===== config.mk =====
export PLATFORM = sky130hd
export DESIGN_NAME = instruction_fetch
export DESIGN_NICKNAME = d
export VERILOG_FILES = /design/src/rtl/instruction_fetch_pkg.sv /design/src/rtl/instruction_fetch_pc_counter.sv /design/src/rtl/instruction_fetch.sv
export SDC_FILE = /design/constraint.sdc
export NUM_CORES = 1
export LEC_CHECK = 0
export ABC_CLOCK_PERIOD_IN_PS = 3300
export BUFFER_PORTS_ARGS = -buffer_cell sky130_fd_sc_hd__clkbuf_2
export CAP_MARGIN = 20
export CORE_ASPECT_RATIO = 0.5
export CORE_MARGIN = 1
export CORE_UTILIZATION = 42
export DETAILED_ROUTE_END_ITERATION = 10
export PLACE_DENSITY = 0.7
export SETUP_SLACK_MARGIN = 0.5
export SLEW_MARGIN = 20
export SYNTH_ARGS = -nofsm -noshare
export SYNTH_HDL_FRONTEND = slang
export SYNTH_SLANG_ARGS = --single-unit

===== constraint.sdc =====
create_clock -name clk -period 3.3 [get_ports clk]
set_input_delay 0.33 -clock clk [delete_from_list [all_inputs] [get_ports clk]]
set_output_delay 0.33 -clock clk [all_outputs]
set_load 0.005 [all_outputs]

===== src/rtl/instruction_fetch_pkg.sv =====
// Shared definitions for the fetch stage so memory, fetch and decode agree on widths.
// Also holds the fetch FSM state encoding.
package instruction_fetch_pkg;

    localparam int DEF_ADDR_W     = 8;
    localparam int DEF_INSTR_W    = 15;
    localparam int DEF_PROG_LEN   = 15;
    localparam int DEF_START_ADDR = 0;

    typedef enum logic [1:0] {
        S_IDLE  = 2'd0,
        S_FETCH = 2'd1,
        S_DONE  = 2'd2
    } fetch_state_e;

endpackage


===== src/rtl/instruction_fetch_pc_counter.sv =====
// Program counter for the fetch stage.
// Supports jump load, restart and increment, and flags the last program entry.
module instruction_fetch_pc_counter #(
    parameter int ADDR_W     = 8,
    parameter int PROG_LEN   = 15,
    parameter int START_ADDR = 0
) (
    input  logic              clk,
    input  logic              rst_n,
    input  logic              init,
    input  logic              jump,
    input  logic [ADDR_W-1:0] jump_addr,
    input  logic              inc,
    output logic [ADDR_W-1:0] pc,
    output logic              at_end,
    output logic              jump_legal
);

    localparam logic [ADDR_W-1:0] START = ADDR_W'(START_ADDR);
    localparam logic [ADDR_W-1:0] LAST  = ADDR_W'(PROG_LEN - 1);
    localparam logic [ADDR_W-1:0] LEN   = ADDR_W'(PROG_LEN);

    assign at_end     = (pc == LAST);
    assign jump_legal = (jump_addr < LEN);

    // The last entry holds the pc so the address never leaves the program.
    always_ff @(posedge clk) begin
        if (!rst_n) begin
            pc <= START;
        end else if (jump) begin
            pc <= jump_addr;
        end else if (init) begin
            pc <= START;
        end else if (inc && !at_end) begin
            pc <= pc + ADDR_W'(1);
        end
    end

endmodule


===== src/rtl/instruction_fetch.sv =====
// Fetch unit: walks the program counter through instruction memory and
// buffers one registered word for decode behind a valid/ready handshake.
//
//  state   | meaning
//  --------+-----------------------------------------------------------
//  S_IDLE  | after reset, waiting for start; jumps ignored
//  S_FETCH | fetching one word per load opportunity
//  S_DONE  | end of program or illegal jump; buffer drains, start/jump honoured
module instruction_fetch
    import instruction_fetch_pkg::*;
#(
    parameter int ADDR_W     = DEF_ADDR_W,
    parameter int INSTR_W    = DEF_INSTR_W,
    parameter int PROG_LEN   = DEF_PROG_LEN,
    parameter int START_ADDR = DEF_START_ADDR
) (
    input  logic               clk,
    input  logic               rst_n,
    input  logic               start,
    input  logic               jump_en,
    input  logic [ADDR_W-1:0]  jump_addr,
    output logic [ADDR_W-1:0]  address,
    input  logic [INSTR_W-1:0] mem_data,
    output logic [INSTR_W-1:0] instr_out,
    output logic [ADDR_W-1:0]  pc_out,
    output logic               instr_valid,
    input  logic               instr_ready,
    output logic               done,
    output logic               err
);

    fetch_state_e      state;
    logic [ADDR_W-1:0] pc;
    logic              load;
    logic              pc_jump;
    logic              pc_init;
    logic              pc_inc;
    logic              at_end;
    logic              jump_legal;

    assign load    = !instr_valid || instr_ready;
    assign pc_jump = jump_en && (state != S_IDLE);
    assign pc_init = start && ((state == S_IDLE) || (state == S_DONE));
    assign pc_inc  = (state == S_FETCH) && load && !jump_en;

    instruction_fetch_pc_counter #(
        .ADDR_W     (ADDR_W),
        .PROG_LEN   (PROG_LEN),
        .START_ADDR (START_ADDR)
    ) u_pc (
        .clk        (clk),
        .rst_n      (rst_n),
        .init       (pc_init),
        .jump       (pc_jump),
        .jump_addr  (jump_addr),
        .inc        (pc_inc),
        .pc         (pc),
        .at_end     (at_end),
        .jump_legal (jump_legal)
    );

    assign address = pc;
    assign done    = (state == S_DONE) && !instr_valid;

    always_ff @(posedge clk) begin
        if (!rst_n) begin
            state       <= S_IDLE;
            instr_out   <= '0;
            pc_out      <= '0;
            instr_valid <= 1'b0;
            err         <= 1'b0;
        end else if (pc_jump) begin
            // Flush wins over a same-cycle handshake; decode still took that word.
            instr_valid <= 1'b0;
            if (jump_legal) begin
                state <= S_FETCH;
            end else begin
                state <= S_DONE;
                err   <= 1'b1;
            end
        end else begin
            unique case (state)
                S_IDLE: begin
                    if (start) begin
                        state <= S_FETCH;
                        err   <= 1'b0;
                    end
                end
                S_FETCH: begin
                    if (load) begin
                        instr_out   <= mem_data;
                        pc_out      <= pc;
                        instr_valid <= 1'b1;
                        if (at_end) begin
                            state <= S_DONE;
                        end
                    end
                end
                S_DONE: begin
                    if (start) begin
                        state       <= S_FETCH;
                        err         <= 1'b0;
                        instr_valid <= 1'b0;
                    end else if (instr_valid && instr_ready) begin
                        instr_valid <= 1'b0;
                    end
                end
                default: begin
                    state <= S_IDLE;
                end
            endcase
        end
    end

endmodule


==> results of run 1 <==
[state kept, by name (all words and copies together) (netlist names)]
name,flops
state,2
err,1
instr_out,15
u_pc.pc,8
instr_valid,1
pc_out,8
[cells in the final DEF, fill, tap and decap left out, drive strengths merged]
cell and count:
clkinv 2, and3 2, and4 3, a21boi 1, a21oi 28, clkbuf 66
a211oi 6, bufinv 1, dfxtp 35, nor2 9, a41o 1, a21o 1
a22oi 2, or4 1, nand4b 1, buf 1, mux2i 1, nand2b 1
a31o 1, o2111ai 1, nand2 53, nand3 3, a2111oi 1, and2 4
o221a 1, nor2b 2, o21a 2, nor3 1, inv 4, or2 1
a32oi 1, o21ai 7, nor4 4, ha 2, a211o 2, a221oi 1
nand4 5, nor3b 1, o211ai 1
[cell type report]
class	instances	share of cell area (%)
Clock inverter	3	2.15
Sequential cell	35	34.4
Clock buffer	5	3.38
Tap cell	51	3.13
Timing Repair Buffer	62	15.4
Inverter	4	0.738
Multi-Input combinational cell	151	40.8
[how the worst max path moves through the flow]
stage	start	end	slack [ps]
global route	state[0]	u_pc.pc[6]	1050
CTS	state[0]	u_pc.pc[6]	1280
floorplan	u_pc.pc[1]	u_pc.pc[2]	1520
detailed placement	state[0]	u_pc.pc[6]	1300
global placement	u_pc.pc[1]	u_pc.pc[2]	1330
finish	state[0]	u_pc.pc[6]	1280
[worst min-delay path, stage by stage]
cell	delay, ps
clkbuf_2	80
nand2_1	40
a21oi_1	50
[cell families (layout without fill, tap and decap cells)]
kind of cell | after synthesis | in the layout
fa+ha+maj | 2 | 2
compound gates | 57 | 57
simple gates | 91 | 91
mux | 1 | 1
buf+inv | 16 | 74
flops | 35 | 35
[power groups by stage]
stage,clock network [mW],logic (mW),registers (mW)
global placement,0,0.161,0.480
floorplan,0,0.110,0.473
detailed placement,0,0.161,0.481
CTS,0.397,0.161,0.471
finish,0.388,0.160,0.471
global route,0.419,0.182,0.475
[layer usage]
metal  part of all wire, %  track usage (%)  vias to the layer above
met1                    50             26.7                      733
met2                    43             30.0                       48
li1                      -                -                      831
met4                   1.2             6.67                        0
met3                   5.7             6.16                        7
met5                     0                0                        -
[metrics by stage]
stage	util, %	instance area [um2]	setup WS [ps]	hold WS (ps)	power (mW)
floorplan	-	1610	1520	453	0.584
global placement	54.2	1920	1330	442	0.640
detailed placement	54.2	1920	1300	448	0.641
CTS	57.4	2040	1280	248	1.03
global route	57.4	2040	1050	247	1.08
finish	57.4	2040	1280	251	1.02
==> flow_summary.ini, run 1 <==
[run_status]
status = finished, final reports clean

[floorplanning]
dieArea_um2 = 4110
coreArea_um2 = 3550
die_w_um = 89.6
fp.dieH_um = 45.8
start_util_pct = 45.5
rows = 15
num_io_pins = 62

[route]
drt-total-wl_um = 3840
ant_nets = 0
first_pass_iters = 4
drc_errors = 0
wl_per_cell_um = 12.3
drt-initial-drc-count = 57
vias_per_cell = 5.21
vias = 1619

[cts]
cts_setup_buffers = 0
cts_sinks = 35
numCtsBuffers = 5
htree_levels = 2
root_buffer = clkbuf_8
path_clk_slew_ps = 80
tritoncts = done
ctsHoldBuffers = 0
cts.repair.resized = 0
cts_buffer_depth = 2
clk_latency_ps = 290

[yosys]
yosysMostFrequentCell = nand2_1
synth_area_leaders = dfxtp_1 (43%), nand2_1 (12%), a21oi_1 (8.4%)
synthXorXnorAreaFrac_pct = 0
avgSynthCellArea_um2 = 7.98
ys_seq_elements = 35
synth_fp_nets = 232
synthTopCellsByCount = nand2_1 (53), dfxtp_1 (35), a21oi_1 (27), nor2_1 (9), a211oi_1 (6)
synth_edf_count = 0
synth_top_flop_cell = dfxtp_1
muxShareOfSynthArea_pct = 0.621
yosysSeqAreaShare_pct = 43.4
yosys.area_share.simple_pct = 27.1
synthCells = 202
synth_compound_area_share_pct = 22.3
synth_top_area_share_pct = 43.4
synth_largest_area_cell = dfxtp_1
synth_adder_area_share_pct = 1.55
synthArstFlopShare_pct = 0
syn_area_um2 = 1610
ys_warn_count = 0
synth_top_family_by_area = simple AND/OR/NAND/NOR gates
synth_cell_types = 44

[placement]
portBuffers = 61
dp_cells = 303
gp_congestion = 0.853
dpl.hpwl_um = 2730

[grt]
grt.overflow.total = 0
grt_pass1_wl_um = 5960
antenna_found_initial = 0
grt_usage_pct = 19.7
grt_pass1_vias = 1240
grt_start_max_net_pins = 29

[worst_hold_path]
hold_path_end = instr_out[0]
hold_class = in -> reg
min_path_cells = 3
hp-start = mem_data[0]

[pwr]
switching_power_mw = 0.281
pwr-share-clk_pct = 38.1
cellLeakagePower_nw = 0.861
power_frac_seq_pct = 46.2
cellPowerDensity_nw_per_um2 = 501
swShare_pct = 27.5
p_int_mw = 0.739
vdd_ir_drop_max_v = 0.000210
combPwrFrac_pct = 15.7

[setup_path]
endpoint_kind = flop
cp.required_ps = 3480
rrSetupSlack_ps = 1280
crit_family = simple AND/OR/NAND/NOR gates
cp_max_fo = 16
rr_startpoint = state[0]
cp_slowest_cell = and2_1
r2r-end = u_pc.pc[6]
ff2ff_path_depth = 4
crit_chain = nor3b_4, and2_1, a211oi_1, a2111oi_0
critPathKind = reg -> reg
cp_num_cells = 4
start_kind = flop
critPathArrivalTime_ps = 2200
path_buf_inv = 0
slowest_delay_ps = 550

[cells_and_area]
register_area_um2 = 701
diodes = 0
multi_input_area_um2 = 831
syn2layout_area_growth_pct = 26.2
nets = 289
drive_above_1_share_pct = 29.6
stdcell_count = 311
fillers = 347

[sta]
setup_viol = 0
rsz0062_at_grt = false
clock_skew_ps = 6.60
fin_crit_ps = 2020
drv_slew = 0
slew_headroom_pct = 45.3
fin_crit_sh_pct = 61.2
fmax_mhz = 495
hold_viol_final = 0
tns_ps = 0
tightest_slew_ps = 818

[job]
drv_cap = 0
Power figures use the tool's default switching activity.
==> run 2, diff against run 1 <==
- ABC_CLOCK_PERIOD_IN_PS: 3300 -> 1800
- PLACE_DENSITY: 0.7 -> 0.73
- clock period: 3.3 -> 1.8 ns (I/O delays scaled with it)
==> flow_summary.ini, run 2 (synthesis results as in run 1) <==
[run_status]
status = finished, final reports clean

[pwr]
cellLeakagePower_nw = 0.973
swShare_pct = 28.4
combPwrFrac_pct = 20.5
power_frac_seq_pct = 43.4
cellPowerDensity_nw_per_um2 = 865
vdd_ir_drop_max_v = 0.000360
switching_power_mw = 0.561
total_power_mw = 1.97
p_int_mw = 1.41
pwr-share-clk_pct = 36.1

[sta]
fin_hold_ws_ps = 105
rsz0062_at_grt = true
slew_headroom_pct = 64.0
fin_crit_sh_pct = 92.0
setup_slack_ps = 144
drv_slew = 0
fmax_mhz = 604
clock_skew_ps = 13.5
tightest_slew_ps = 540
hold_viol_final = 0
fin_crit_ps = 1660
tns_ps = 0
setup_viol = 0

[setup_path]
crit_path_start = u_pc.pc[0]
rr_startpoint = u_pc.pc[0]
crit_family = simple AND/OR/NAND/NOR gates
ff2ff_path_depth = 7
crit_chain = inv_4, ha_4, nand4b_1, or4_4, buf_8, a21oi_4, mux2i_1
critPathArrivalTime_ps = 1870
cp.required_ps = 2020
path_buf_inv = 2
rrSetupSlack_ps = 140
cp_num_cells = 7
cp_max_fo = 6
slowest_delay_ps = 440
r2r-end = u_pc.pc[1]
crit_end = u_pc.pc[1]
endpoint_kind = flop
critPathKind = reg -> reg
start_kind = flop
cp_slowest_cell = or4_4

[placement]
place_area_um2 = 2000
pre_cts_slack_ps = 53.9
portBuffers = 61
dp_cells = 312
gp_congestion = 0.900
dpl.hpwl_um = 3040

[route]
wl_per_cell_um = 13.8
drt-initial-drc-count = 104
ant_nets = 0
vias = 1759
drc_errors = 0
drt-total-wl_um = 4550
vias_per_cell = 5.35
first_pass_iters = 4

[grt]
grt_pass1_wl_um = 6980
grt_usage_pct = 23.2
antenna_found_initial = 0
grt.overflow.total = 0
grt_start_max_net_pins = 29
grt_pass1_vias = 1574

[cts]
tritoncts = done
numCtsBuffers = 5
root_buffer = clkbuf_8
cts_sinks = 35
clk_latency_ps = 300
path_clk_slew_ps = 80
cts_buffer_depth = 2
htree_levels = 2
ctsHoldBuffers = 0

[cells_and_area]
diodes = 0
syn2layout_area_growth_pct = 41.6
largest_reg_flops = 15
multi_input_area_um2 = 925
mostFrequentLayoutCells = clkbuf_2 (61), nand2_1 (53), dfxtp_1 (30), a21oi_1 (26), buf_4 (18)
register_area_um2 = 709
nets = 307
stdcell_count = 329
final_util_pct = 64.4
final_common_cell = clkbuf_2
drive_above_1_share_pct = 41.4
final_area_um2 = 2280
largest-register = instr_out
top_regs = instr_out (15), pc_out (8), u_pc.pc (8)
fillers = 285

[floorplanning]
die_w_um = 89.6
coreArea_um2 = 3550
fp.dieH_um = 45.8
start_util_pct = 45.5
dieArea_um2 = 4110
rows = 15
num_io_pins = 62

[job]
drv_cap = 0

[worst_hold_path]
hold_class = in -> reg
min_path_cells = 3
==> run 2: changes by cell type in the layout (fill, tap and decap cells not counted), sizes merged <==
cell	previous run	this run
buf	1	19
==> run 2: how the worst min path moves through the flow <==
stage,from,endpoint,slack (ps)
after floorplan,mem_data[0],instr_out[0],320
after global placement,mem_data[12],instr_out[12],400
after detailed placement,mem_data[14],instr_out[14],410
after CTS,mem_data[12],instr_out[12],100
after global routing,mem_data[14],instr_out[14],110
final,mem_data[14],instr_out[14],100
==> run 2: worst register-to-register path: stages (launching register included) <==
cell	delay, ps
dfxtp_4	360
inv_4	50
ha_4	120
nand4b_1	80
or4_4	440
buf_8	160
a21oi_4	170
mux2i_1	190
==> run 2: layer usage <==
metal,vias to the layer above,wire [um],track usage (%)
met2,66,2170,38.8
met4,0,37,10.2
li1,869,-,-
met5,-,0,0
met3,6,316,7.07
met1,818,2030,28.1
==> run 2: power groups by stage <==
stage / Sequential [mW] / Clock (mW) / Combinational, mW
2_1_floorplan: 0.870 / 0 / 0.213
3_3_place_gp: 0.869 / 0 / 0.325
3_5_place_dp: 0.872 / 0 / 0.332
4_1_cts: 0.854 / 0.721 / 0.389
5_1_grt: 0.862 / 0.766 / 0.444
6_report: 0.856 / 0.713 / 0.405
==> run 2: layout make-up <==
class / instances / share of cell area [%]
flip-flops and latches: 35 / 31.1
inverters: 4 / 0.767
clock buffers: 5 / 3.01
well taps: 51 / 2.79
multi-input cells: 151 / 40.5
clock inverters: 3 / 1.92
repair buffers: 80 / 19.9
==> run 2: repair_timing <==
item,4_1_cts,5_1_grt
setup buffers,8,1
pin swaps,10,3
resized for setup,22,4
endpoints found under the hold margin,0,0
endpoints found under the setup margin,33,33
